--- src/rtl/select_scan_pkg.sv ---
// select_scan_pkg
//   Shared definitions for the select-memory scan reader: default address
//   width and depth of the position select memory, plus the scan FSM state
//   encoding used by select_scan_reader.
//   No ports (package).
package select_scan_pkg;

  localparam int SCAN_ADDR_W = 8;
  localparam int SCAN_DEPTH  = 1 << SCAN_ADDR_W;

  typedef enum logic [2:0] {
    IDLE,
    WAIT_RDY,
    ISSUE,
    DRAIN,
    DONE
  } scan_state_t;

endpackage

--- src/rtl/select_scan_if.sv ---
// select_scan_if
//   Read bus between the scan reader (master) and the position select
//   memory (slave). The memory answers every rd_en with one data_in bit,
//   qualified by data_in_valid, exactly one cycle later.
//   Signals:
//     rd_ready       memory -> reader  reads are legal while high
//     rd_en          reader -> memory  read strobe, one address per cycle
//     rd_addr        reader -> memory  read address, valid with rd_en
//     data_in        memory -> reader  mask bit returned
//     data_in_valid  memory -> reader  qualifies data_in
interface select_scan_if #(
  parameter int ADDR_W = select_scan_pkg::SCAN_ADDR_W
);
  logic              rd_ready;
  logic              rd_en;
  logic [ADDR_W-1:0] rd_addr;
  logic              data_in;
  logic              data_in_valid;

  modport master (
    input  rd_ready, data_in, data_in_valid,
    output rd_en, rd_addr
  );

  modport slave (
    output rd_ready, data_in, data_in_valid,
    input  rd_en, rd_addr
  );
endinterface

--- src/rtl/select_run_tracker.sv ---
// select_run_tracker
//   Receive side of the scan: counts returned bits (the count, not the read
//   address, labels each bit) and tracks the first contiguous run of 1s.
//   Build option: SELECT_SCAN_EARLY_STOP_EN defined -> multi_run stays 0.
//   Ports:
//     clk, rst    clock, synchronous active-high reset
//     clear       restart tracking for a new scan
//     bit_valid   a returned bit is accepted this cycle
//     bit_data    value of that bit
//     rx_count    number of bits received (terminal at DEPTH, never wraps)
//     run_open    first run started and not yet closed
//     win_found   at least one set bit seen
//     win_start   address of the first set bit
//     win_end     last address of the first run (inclusive)
//     multi_run   a set bit seen after the first run closed
module select_run_tracker
  import select_scan_pkg::*;
#(
  parameter int ADDR_W = SCAN_ADDR_W,
  parameter int DEPTH  = SCAN_DEPTH
) (
  input  logic              clk,
  input  logic              rst,
  input  logic              clear,
  input  logic              bit_valid,
  input  logic              bit_data,
  output logic [ADDR_W:0]   rx_count,
  output logic              run_open,
  output logic              win_found,
  output logic [ADDR_W-1:0] win_start,
  output logic [ADDR_W-1:0] win_end,
  output logic              multi_run
);
  localparam int CNT_W = ADDR_W + 1;
  localparam logic [CNT_W-1:0] TERMINAL = CNT_W'(DEPTH);

  logic              run_closed;
  logic [ADDR_W-1:0] bit_addr;

  assign bit_addr = rx_count[ADDR_W-1:0];
  assign run_open = win_found && !run_closed;

  // The extra counter bit lets a full mask end at DEPTH instead of wrapping
  // back to 0 and relabelling the last bit.
  always_ff @(posedge clk) begin
    if (rst || clear) begin
      rx_count   <= '0;
      run_closed <= 1'b0;
      win_found  <= 1'b0;
      win_start  <= '0;
      win_end    <= '0;
      multi_run  <= 1'b0;
    end else if (bit_valid) begin
      if (rx_count != TERMINAL) begin
        rx_count <= rx_count + 1'b1;
      end
      if (bit_data) begin
        if (!win_found) begin
          win_found <= 1'b1;
          win_start <= bit_addr;
          win_end   <= bit_addr;
        end else if (!run_closed) begin
          win_end <= bit_addr;
        end else begin
`ifndef SELECT_SCAN_EARLY_STOP_EN
          multi_run <= 1'b1;
`endif
        end
      end else if (win_found) begin
        run_closed <= 1'b1;
      end
    end
  end

endmodule

--- src/rtl/select_scan_reader.sv ---
// select_scan_reader
//   Read-side initiator for the position select memory. On scan_start it
//   reads addresses 0..DEPTH-1, consumes the returned bit stream and reports
//   the first selected window as (win_start, win_end).
//   Build option: SELECT_SCAN_EARLY_STOP_EN defined -> stop issuing reads as
//   soon as the first run closes; multi_run is then always 0.
//   Ports:
//     clk, rst     clock, synchronous active-high reset
//     scan_start   1-cycle request, accepted only when idle
//     mem          select_scan_if master: rd_ready/rd_en/rd_addr/data_in/
//                  data_in_valid
//     busy         scan in progress (accepted request until done)
//     done         1-cycle completion pulse
//     win_found, win_start, win_end, multi_run   window results
//     aborted      rd_ready fell during the scan; window results invalid
module select_scan_reader
  import select_scan_pkg::*;
#(
  parameter int ADDR_W = SCAN_ADDR_W,
  parameter int DEPTH  = SCAN_DEPTH
) (
  input  logic              clk,
  input  logic              rst,
  input  logic              scan_start,
  select_scan_if.master     mem,
  output logic              busy,
  output logic              done,
  output logic              win_found,
  output logic [ADDR_W-1:0] win_start,
  output logic [ADDR_W-1:0] win_end,
  output logic              multi_run,
  output logic              aborted
);
  localparam int CNT_W = ADDR_W + 1;
  localparam logic [CNT_W-1:0] LAST_ADDR = CNT_W'(DEPTH - 1);

  scan_state_t      state;
  scan_state_t      state_next;
  logic [CNT_W-1:0] issue_count;
  logic [CNT_W-1:0] rx_count;
  logic             rd_en;
  logic             start_accept;
  logic             scanning;
  logic             abort_now;
  logic             bit_valid;
  logic             early_stop;
  logic             run_open;

  assign start_accept = (state == IDLE) && scan_start;
  assign scanning     = (state == ISSUE) || (state == DRAIN);
  assign abort_now    = scanning && !mem.rd_ready;
  // A bit arriving in the same cycle rd_ready drops is the in-flight one
  // being discarded by the abort.
  assign bit_valid    = scanning && mem.rd_ready && mem.data_in_valid;

`ifdef SELECT_SCAN_EARLY_STOP_EN
  // The closing 0 is seen while the next read would go out, so suppressing
  // that read leaves nothing outstanding.
  assign early_stop = bit_valid && !mem.data_in && run_open;
`else
  assign early_stop = 1'b0;
`endif

  assign mem.rd_en   = rd_en;
  assign mem.rd_addr = issue_count[ADDR_W-1:0];
  assign busy        = (state == WAIT_RDY) || scanning;
  assign done        = (state == DONE);

  // Next-state and read strobe. DRAIN ends on the last returned bit, or
  // immediately when every issued read has already come back.
  always_comb begin
    state_next = state;
    rd_en      = 1'b0;
    case (state)
      IDLE: begin
        if (scan_start) state_next = WAIT_RDY;
      end
      WAIT_RDY: begin
        if (mem.rd_ready) state_next = ISSUE;
      end
      ISSUE: begin
        if (abort_now) begin
          state_next = DONE;
        end else if (early_stop) begin
          state_next = DRAIN;
        end else begin
          rd_en = 1'b1;
          if (issue_count == LAST_ADDR) state_next = DRAIN;
        end
      end
      DRAIN: begin
        if (abort_now || mem.data_in_valid || (rx_count == issue_count)) begin
          state_next = DONE;
        end
      end
      DONE: begin
        state_next = IDLE;
      end
      default: begin
        state_next = IDLE;
      end
    endcase
  end

  // State register, issue counter and sticky abort flag.
  always_ff @(posedge clk) begin
    if (rst) begin
      state       <= IDLE;
      issue_count <= '0;
      aborted     <= 1'b0;
    end else begin
      state <= state_next;
      if (start_accept) begin
        issue_count <= '0;
        aborted     <= 1'b0;
      end else begin
        if (rd_en) issue_count <= issue_count + 1'b1;
        if (abort_now) aborted <= 1'b1;
      end
    end
  end

  select_run_tracker #(
    .ADDR_W(ADDR_W),
    .DEPTH (DEPTH)
  ) u_tracker (
    .clk      (clk),
    .rst      (rst),
    .clear    (start_accept),
    .bit_valid(bit_valid),
    .bit_data (mem.data_in),
    .rx_count (rx_count),
    .run_open (run_open),
    .win_found(win_found),
    .win_start(win_start),
    .win_end  (win_end),
    .multi_run(multi_run)
  );

endmodule

--- src/flat_wrapper.sv ---
// flat-port wrapper written by rule: the top's interface ports become plain ports
module select_scan_reader_flat import select_scan_pkg::*;
#(
  parameter int ADDR_W = SCAN_ADDR_W,
  parameter int DEPTH  = SCAN_DEPTH
)
  (clk, rst, scan_start, busy, done, win_found, win_start, win_end, multi_run, aborted, mem_rd_ready, mem_data_in, mem_data_in_valid, mem_rd_en, mem_rd_addr);
  select_scan_if #(.ADDR_W(ADDR_W)) mem_i ();
  input  logic clk;
  input  logic rst;
  input  logic scan_start;
  output logic busy;
  output logic done;
  output logic win_found;
  output logic [ADDR_W-1:0] win_start;
  output logic [ADDR_W-1:0] win_end;
  output logic multi_run;
  output logic aborted;
  input wire logic [$bits(mem_i.rd_ready)-1:0] mem_rd_ready;
  input wire logic [$bits(mem_i.data_in)-1:0] mem_data_in;
  input wire logic [$bits(mem_i.data_in_valid)-1:0] mem_data_in_valid;
  output wire logic [$bits(mem_i.rd_en)-1:0] mem_rd_en;
  output wire logic [$bits(mem_i.rd_addr)-1:0] mem_rd_addr;
  assign mem_i.rd_ready = mem_rd_ready;
  assign mem_i.data_in = mem_data_in;
  assign mem_i.data_in_valid = mem_data_in_valid;
  assign mem_rd_en = mem_i.rd_en;
  assign mem_rd_addr = mem_i.rd_addr;
  select_scan_reader #(.ADDR_W(ADDR_W), .DEPTH(DEPTH)) u_core (.clk(clk), .rst(rst), .scan_start(scan_start), .mem(mem_i), .busy(busy), .done(done), .win_found(win_found), .win_start(win_start), .win_end(win_end), .multi_run(multi_run), .aborted(aborted));
endmodule
--- config.mk ---
export PLATFORM = sky130hd
export DESIGN_NAME = select_scan_reader_flat
export DESIGN_NICKNAME = d
export VERILOG_FILES = /design/src/rtl/select_scan_pkg.sv /design/src/rtl/select_scan_if.sv /design/src/rtl/select_run_tracker.sv /design/src/rtl/select_scan_reader.sv /design/src/flat_wrapper.sv
export SDC_FILE = /design/constraint.sdc
export NUM_CORES = 1
export LEC_CHECK = 0
export CORE_MARGIN = 1.5
export CORE_UTILIZATION = 35
export CTS_CLUSTER_SIZE = 16
export DETAILED_ROUTE_END_ITERATION = 10
export DONT_BUFFER_PORTS = 1
export SETUP_SLACK_MARGIN = 0.05
export SLEW_MARGIN = 10
export SYNTH_ARGS = -nofsm -noshare
export SYNTH_HDL_FRONTEND = slang
export SYNTH_SLANG_ARGS = --single-unit
--- constraint.sdc ---
create_clock -name clk -period 2.1 [get_ports clk]
set_clock_uncertainty 0.15 [all_clocks]
set_input_delay 0.21 -clock clk [delete_from_list [all_inputs] [get_ports clk]]
set_output_delay 0.21 -clock clk [all_outputs]
set_load 0.03 [all_outputs]
; ---- Word level (Yosys, flattened, before mapping)
; Index checks and enable logic that the tools add are counted.
[word_totals]
register_bits = 41
input_bits = 6
elab_cells = 54
[op_classes]
add_sub_neg = 2
eq_ne = 12
n_mux = 10
bitwise_logic = 2
reduce_logical = 19
[op_table]
columns = op, count
row1 = $add A9 B1 Y9 const B, 2
row2 = $mux W8, 2
row3 = $mux W3, 5
row4 = $pmux W3 S4, 1
row5 = $eq A9 B8 Y1 const B, 1
row6 = $eq A9 B9 Y1, 1
row7 = $ne A9 B9 Y1 const B, 1
row8 = $reduce_and A3 Y1, 3
row9 = $ne A2 B2 Y1 const B, 4
row10 = $reduce_and A4 Y1, 2
row11 = $eq A3 B2 Y1 const B, 2
row12 = $logic_or A1 B1 Y1, 5
row13 = $logic_and A1 B1 Y1, 4
row14 = $reduce_and A2 Y1, 2
row15 = $eq A3 B1 Y1 const B, 1
row16 = $eq A3 B3 Y1 const B, 1
row17 = $logic_not A3 Y1, 1
row18 = $ne A3 B2 Y1 const B, 1
row19 = $mux W1, 2
row20 = $not A1 Y1, 2
row21 = $reduce_or A2 Y1, 1
row22 = $logic_not A1 Y1, 1

; ---- Logic depth before layout (Yosys ltp)
[logic_depth]
word_depth = 7
ltp_mapped = 8

; ---- By module
; Synthesis repeated with hierarchy kept, for this count alone.
[hier_totals]
hier_cells = 227
hier_area_um2 = 1975.6
[by_module_without_submodules]
columns = module, n_inst, cells_per_inst, area_each_um2, seq_area_each_um2
row1 = select_run_tracker, 1, 133, 1174.9, 560.5
row2 = select_scan_reader, 1, 94, 800.8, 260.2

; ---- Worst setup path before layout
; No wires, ideal clock.
[synth_timing]
path_type = reg-to-reg
start = reg u_core.u_tracker.rx_count[0]
end = reg u_core.u_tracker.rx_count[2]
setup_ps = 116
t_arrival_ps = 1399
t_required_ps = 1834
path_slack_ps = 435
stages_incl_launch_ff = 7
synth_period_minus_slack_ps = 1665
cell_sequence = dfxtp_1 -> inv_1 -> ha_1 -> nor4b_1 -> a21oi_1 -> a211oi_1 -> a31o_2
[synth_via]
elab_chain_cells = 2
[synth_rtl]
columns = element, line_no
row1 = "start, declared", select_run_tracker.sv:27  ; output logic [ADDR_W:0] rx_count,
row2 = "start signal, assigned", select_run_tracker.sv:55  ; rx_count <= rx_count + 1'b1;
row3 = branches (longest 2 deep; another with $add A9 B1 Y9), --
; Several ways; the timed one is not identified.
; A chain may end at the register's enable or synchronous reset.

; ---- Worst setup path after layout
[layout_timing]
start = reg u_core.state[1]
end = out mem_rd_en
[layout_via]
elab_chain_cells = 5
[layout_rtl]
columns = element, line_no
row1 = "start, declared", select_scan_reader.sv:37  ; scan_state_t state;
row2 = "start signal, assigned", select_scan_reader.sv:112  ; state <= state_next;
row3 = $eq A3 B2 Y1 (on tied branches), "select_scan_reader.sv:50, select_scan_reader.sv:74"
row4 = $logic_or A1 B1 Y1, select_scan_reader.sv:50  ; assign scanning = (state == ISSUE) || (state == DRAIN);
row5 = $logic_and A1 B1 Y1, select_scan_reader.sv:51  ; assign abort_now = scanning && !mem.rd_ready;
row6 = $mux W1, select_scan_reader.sv:82  ; if (abort_now) begin
row7 = $mux W1 *, select_scan_reader.sv:74  ; case (state)
row8 = "end, declared", flat_wrapper.sv:22  ; output wire logic [$bits(mem_i.rd_en)-1:0] mem_rd_en;
; Mark *: on every way between the ends. The rest lies on a longest branch, timed or not.

==> reports/results.md <==
| Item | Value | Unit |
|---|---|---|
| Instance area after placement | 2070 | um2 |
| Clock input transition at the sequential cells of the worst setup and hold paths | 70 | ps |
| Number of non-filler instances in the completed layout | 296 | - |
| Area share of the largest cell type after synthesis | 41.1 | % |
| Via count normalized by instance count | 4.88 | - |
| DRC errors left | 0 | - |
| Vias in the first global route | 1352 | - |
| Startpoint-to-endpoint class of the critical path | reg -> out | - |
| Effective utilization at floorplan | 36.3 | % |
| Antenna violations before repair | 0 | - |
| Final-layout setup total negative slack | 0 | ps |
| Floorplan die area | 6170 | um2 |
| Area of all placed cells without fillers | 2200 | um2 |
| Unrepaired setup endpoints after global routing | false | - |
| Wire length the detailed router placed on met1 | 1970 | um |
| Final hold violation count | 0 | - |
| TritonCTS Buffers | 5 | - |
| Detailed placer's ending HPWL | 2880 | um |
| Post-layout minimum cycle time | 1870 | ps |
| Worst relative slew slack | 62.5 | % |
| List of cells traversed by the critical path | and4bb_2 > buf_4 | - |
| Worst setup EP type | output port | - |
| Fraction of final layout cells sized beyond drive strength 1 | 14.7 | % |
| Number of inserted diodes | 0 | - |
| CTS max path bufs | 2 | - |
| Resized Gates After CTS | 0 | - |
| Data arrival time of the worst path | 1510 | ps |
| Number of detailed-route iterations in the first pass | 4 | - |
| Count of final max-slew check failures | 0 | - |
| Fraction of the yosys area taken by sequential cells | 41.1 | % |
| Post-CTS Setup Inserts | 0 | - |
| DR WL/cell | 13.7 | um |
| Status | complete, no violations | - |
| Global route overflow | 0 | - |
| Flip-flop and latch count after synthesis | 41 | - |
| Req. time, crit path | 1740 | ps |
| Slowest Stage Delay on Critical Path | 530 | ps |
| Area growth syn-to-layout | 10.1 | % |
| Setup violators final | 0 | - |
| Worst slew pin tran | 560 | ps |
| Min-delay worst type | in -> reg | - |
| Final Wtd Congestion | 0.851 | - |
| Floorplan Core Area | 5510 | um2 |
| H-Tree Depth | 2 | - |
| Average footprint of a synthesized cell | 9.21 | um2 |
| Buffers and inverters on the worst path | 1 | - |
| Post-synthesis cell type count | 37 | - |
| Number of clock sinks | 41 | - |
| Insertion delay of the later-clocked pin in the worst-skew pair | 300 | ps |
| Post-synth top area cell | dfxtp_1 | - |
| Largest net degree at the start of global routing | 25 | - |
| Root buf cell | clkbuf_8 | - |
| PortBufs | 0 | - |
| Net count after synthesis | 227 | - |
| Top cells by area, synth | dfxtp_1 41%, mux2i_1 9.0%, nor2_1 7.9%, xnor2_1 6.1%, buf_4 3.8% | - |
| Type of element launching the critical path | flop | - |
| Setup WS pre-CTS | 313 | ps |
| Count of max-cap constraint violations | 0 | - |
| Nets | 234 | - |
| Overall via count from detail_route | 1445 | - |
| Slowest library cell on the worst path | dfxtp_1 | - |
| Routed wire length | 4060 | um |
| Syn Std Cell Area | 2000 | um2 |
| Uppermost signal routing layer after detailed routing | met4 | - |
| ANT nets after route | 0 | - |
| Reported leakage power | 0.868 | nW |
| Fin util | 40.0 | % |
| Pwr Density | 703 | nW/um2 |
| Worst VDD drop | 0.000293 | V |
| Number of DRC markers after the initial detailed-route iteration | 52 | - |
| Overall Global Routing Usage | 14.4 | % |
| Cells after Synth | 217 | - |
| Met2 wire length | 1740 | um |
| Crit path max-delay family | flip-flops | - |
| Die W | 78.6 | um |
| Number of instances in the placed design | 286 | - |
| CTS tree | yes | - |
| Height of the die | 78.6 | um |
| Final period util | 89.0 | % |
| Final setup slack of the worst path | 231 | ps |
| Top-level port count | 36 | - |
| Yosys warns | 0 | - |
| Wire length on met3 | 282 | um |
| Max Freq | 535 | MHz |
| Critical-path maximum fanout | 11 | - |
| First-pass GRT wire length | 6890 | um |
| Site row count | 27 | - |
[cell type report]
class | instances | area (um2)
inverter | 8 | 30.0
multi-input combinational | 147 | 992
timing repair buffer | 21 | 165
clock inverter | 2 | 35.0
fill | 574 | 3300
tap | 72 | 90.1
clock buffer | 5 | 68.8
sequential | 41 | 821
[synthesized netlist by cell type (all sizes together)]
cell and instances:
xor2 7, a211oi 2, and3b 1, nor2 42, mux2i 18, and4bb 1
buf 18, a31oi 1, inv 8, nand4b 1, and3 4, nand2b 2
o21ai 4, clkbuf 3, and2 1, xnor2 14, nor4 3, ha 4
a21oi 8, nand2 7, nor3 4, and4b 1, nor4b 2, nand4 7
nand3 7, or3 2, a221oi 1, dfxtp 41, a31o 2, o31ai 1
[placed cells by master (no fill, tap or decap), types with 3 or more instances in the layout]
cell type,instances
buf_4,18
o21ai_0,4
inv_1,8
nor2_1,42
dfxtp_1,41
nor3_1,3
and3_1,4
mux2i_1,18
clkbuf_8,5
nand2_1,7
nor4_1,3
a21oi_1,8
ha_1,4
xor2_1,7
nand3_1,6
dlygate4sd3_1,3
nand4_1,6
xnor2_1,14
[final timing paths]
check	endpoint	depth (start not counted)	slack, ps	from
max	mem_rd_en	2	230	u_core.state[1]
min	u_core.state[2]	2	10	mem_rd_ready
max reg2reg	u_core.u_tracker.rx_count[7]	4	310	u_core.state[1]
min reg2reg	u_core.u_tracker.run_closed	2	340	u_core.u_tracker.run_closed
[sequential cells by signal (all words and copies together) (netlist names)]
signal                       flops
u_core.u_tracker.win_found       1
u_core.issue_count               9
u_core.state                     3
u_core.u_tracker.rx_count        9
u_core.u_tracker.multi_run       1
u_core.u_tracker.run_closed      1
u_core.u_tracker.win_end         8
u_core.u_tracker.win_start       8
u_core.aborted                   1
[worst reg2reg max path, stage by stage, from the launching register on]
cell and delay (ps):
dfxtp_1 530, and4b_1 410, nand4_4 150, or3_1 330, a21oi_1 140
[repair_timing]
action                                 4_1_cts  5_1_grt
hold buffers                                 3        0
endpoints found under the hold margin        5        0
setup endpoints to repair                    0        0
[metrics by stage]
stage               total power [mW]  hold WS, ps
CTS                             1.56         8.07
global placement               0.941          131
detailed placement             0.941          131
global route                    1.61         36.3
floorplan                      0.926          129
finish                          1.55         15.0
[layer usage]
layer / up-vias / GRT usage [%]
met2: 30 / 20.4
met1: 666 / 19.2
met3: 6 / 5.70
met5: - / 0
li1: 743 / -
met4: 0 / 6.25
[cells by family after synthesis]
| logic type | Yosys count | synth area share (%) |
|---|---|---|
| AOI/OAI and AO/OA | 19 | 5.76 |
| xor gates and xnor gates | 21 | 9.20 |
| adders and majority gates | 4 | 2.50 |
| buffers and inverters | 29 | 9.32 |
| DFF | 41 | 41.1 |
| muxes | 18 | 9.01 |
| and+or+nand+nor | 85 | 23.2 |
[report_power, final]
group,total (mW),switching [mW],internal (mW)
Combinational,0.123,0.0785,0.0442
Sequential,0.804,0.0179,0.786
Clock,0.620,0.275,0.346
(Power assumes the default switching activity.)
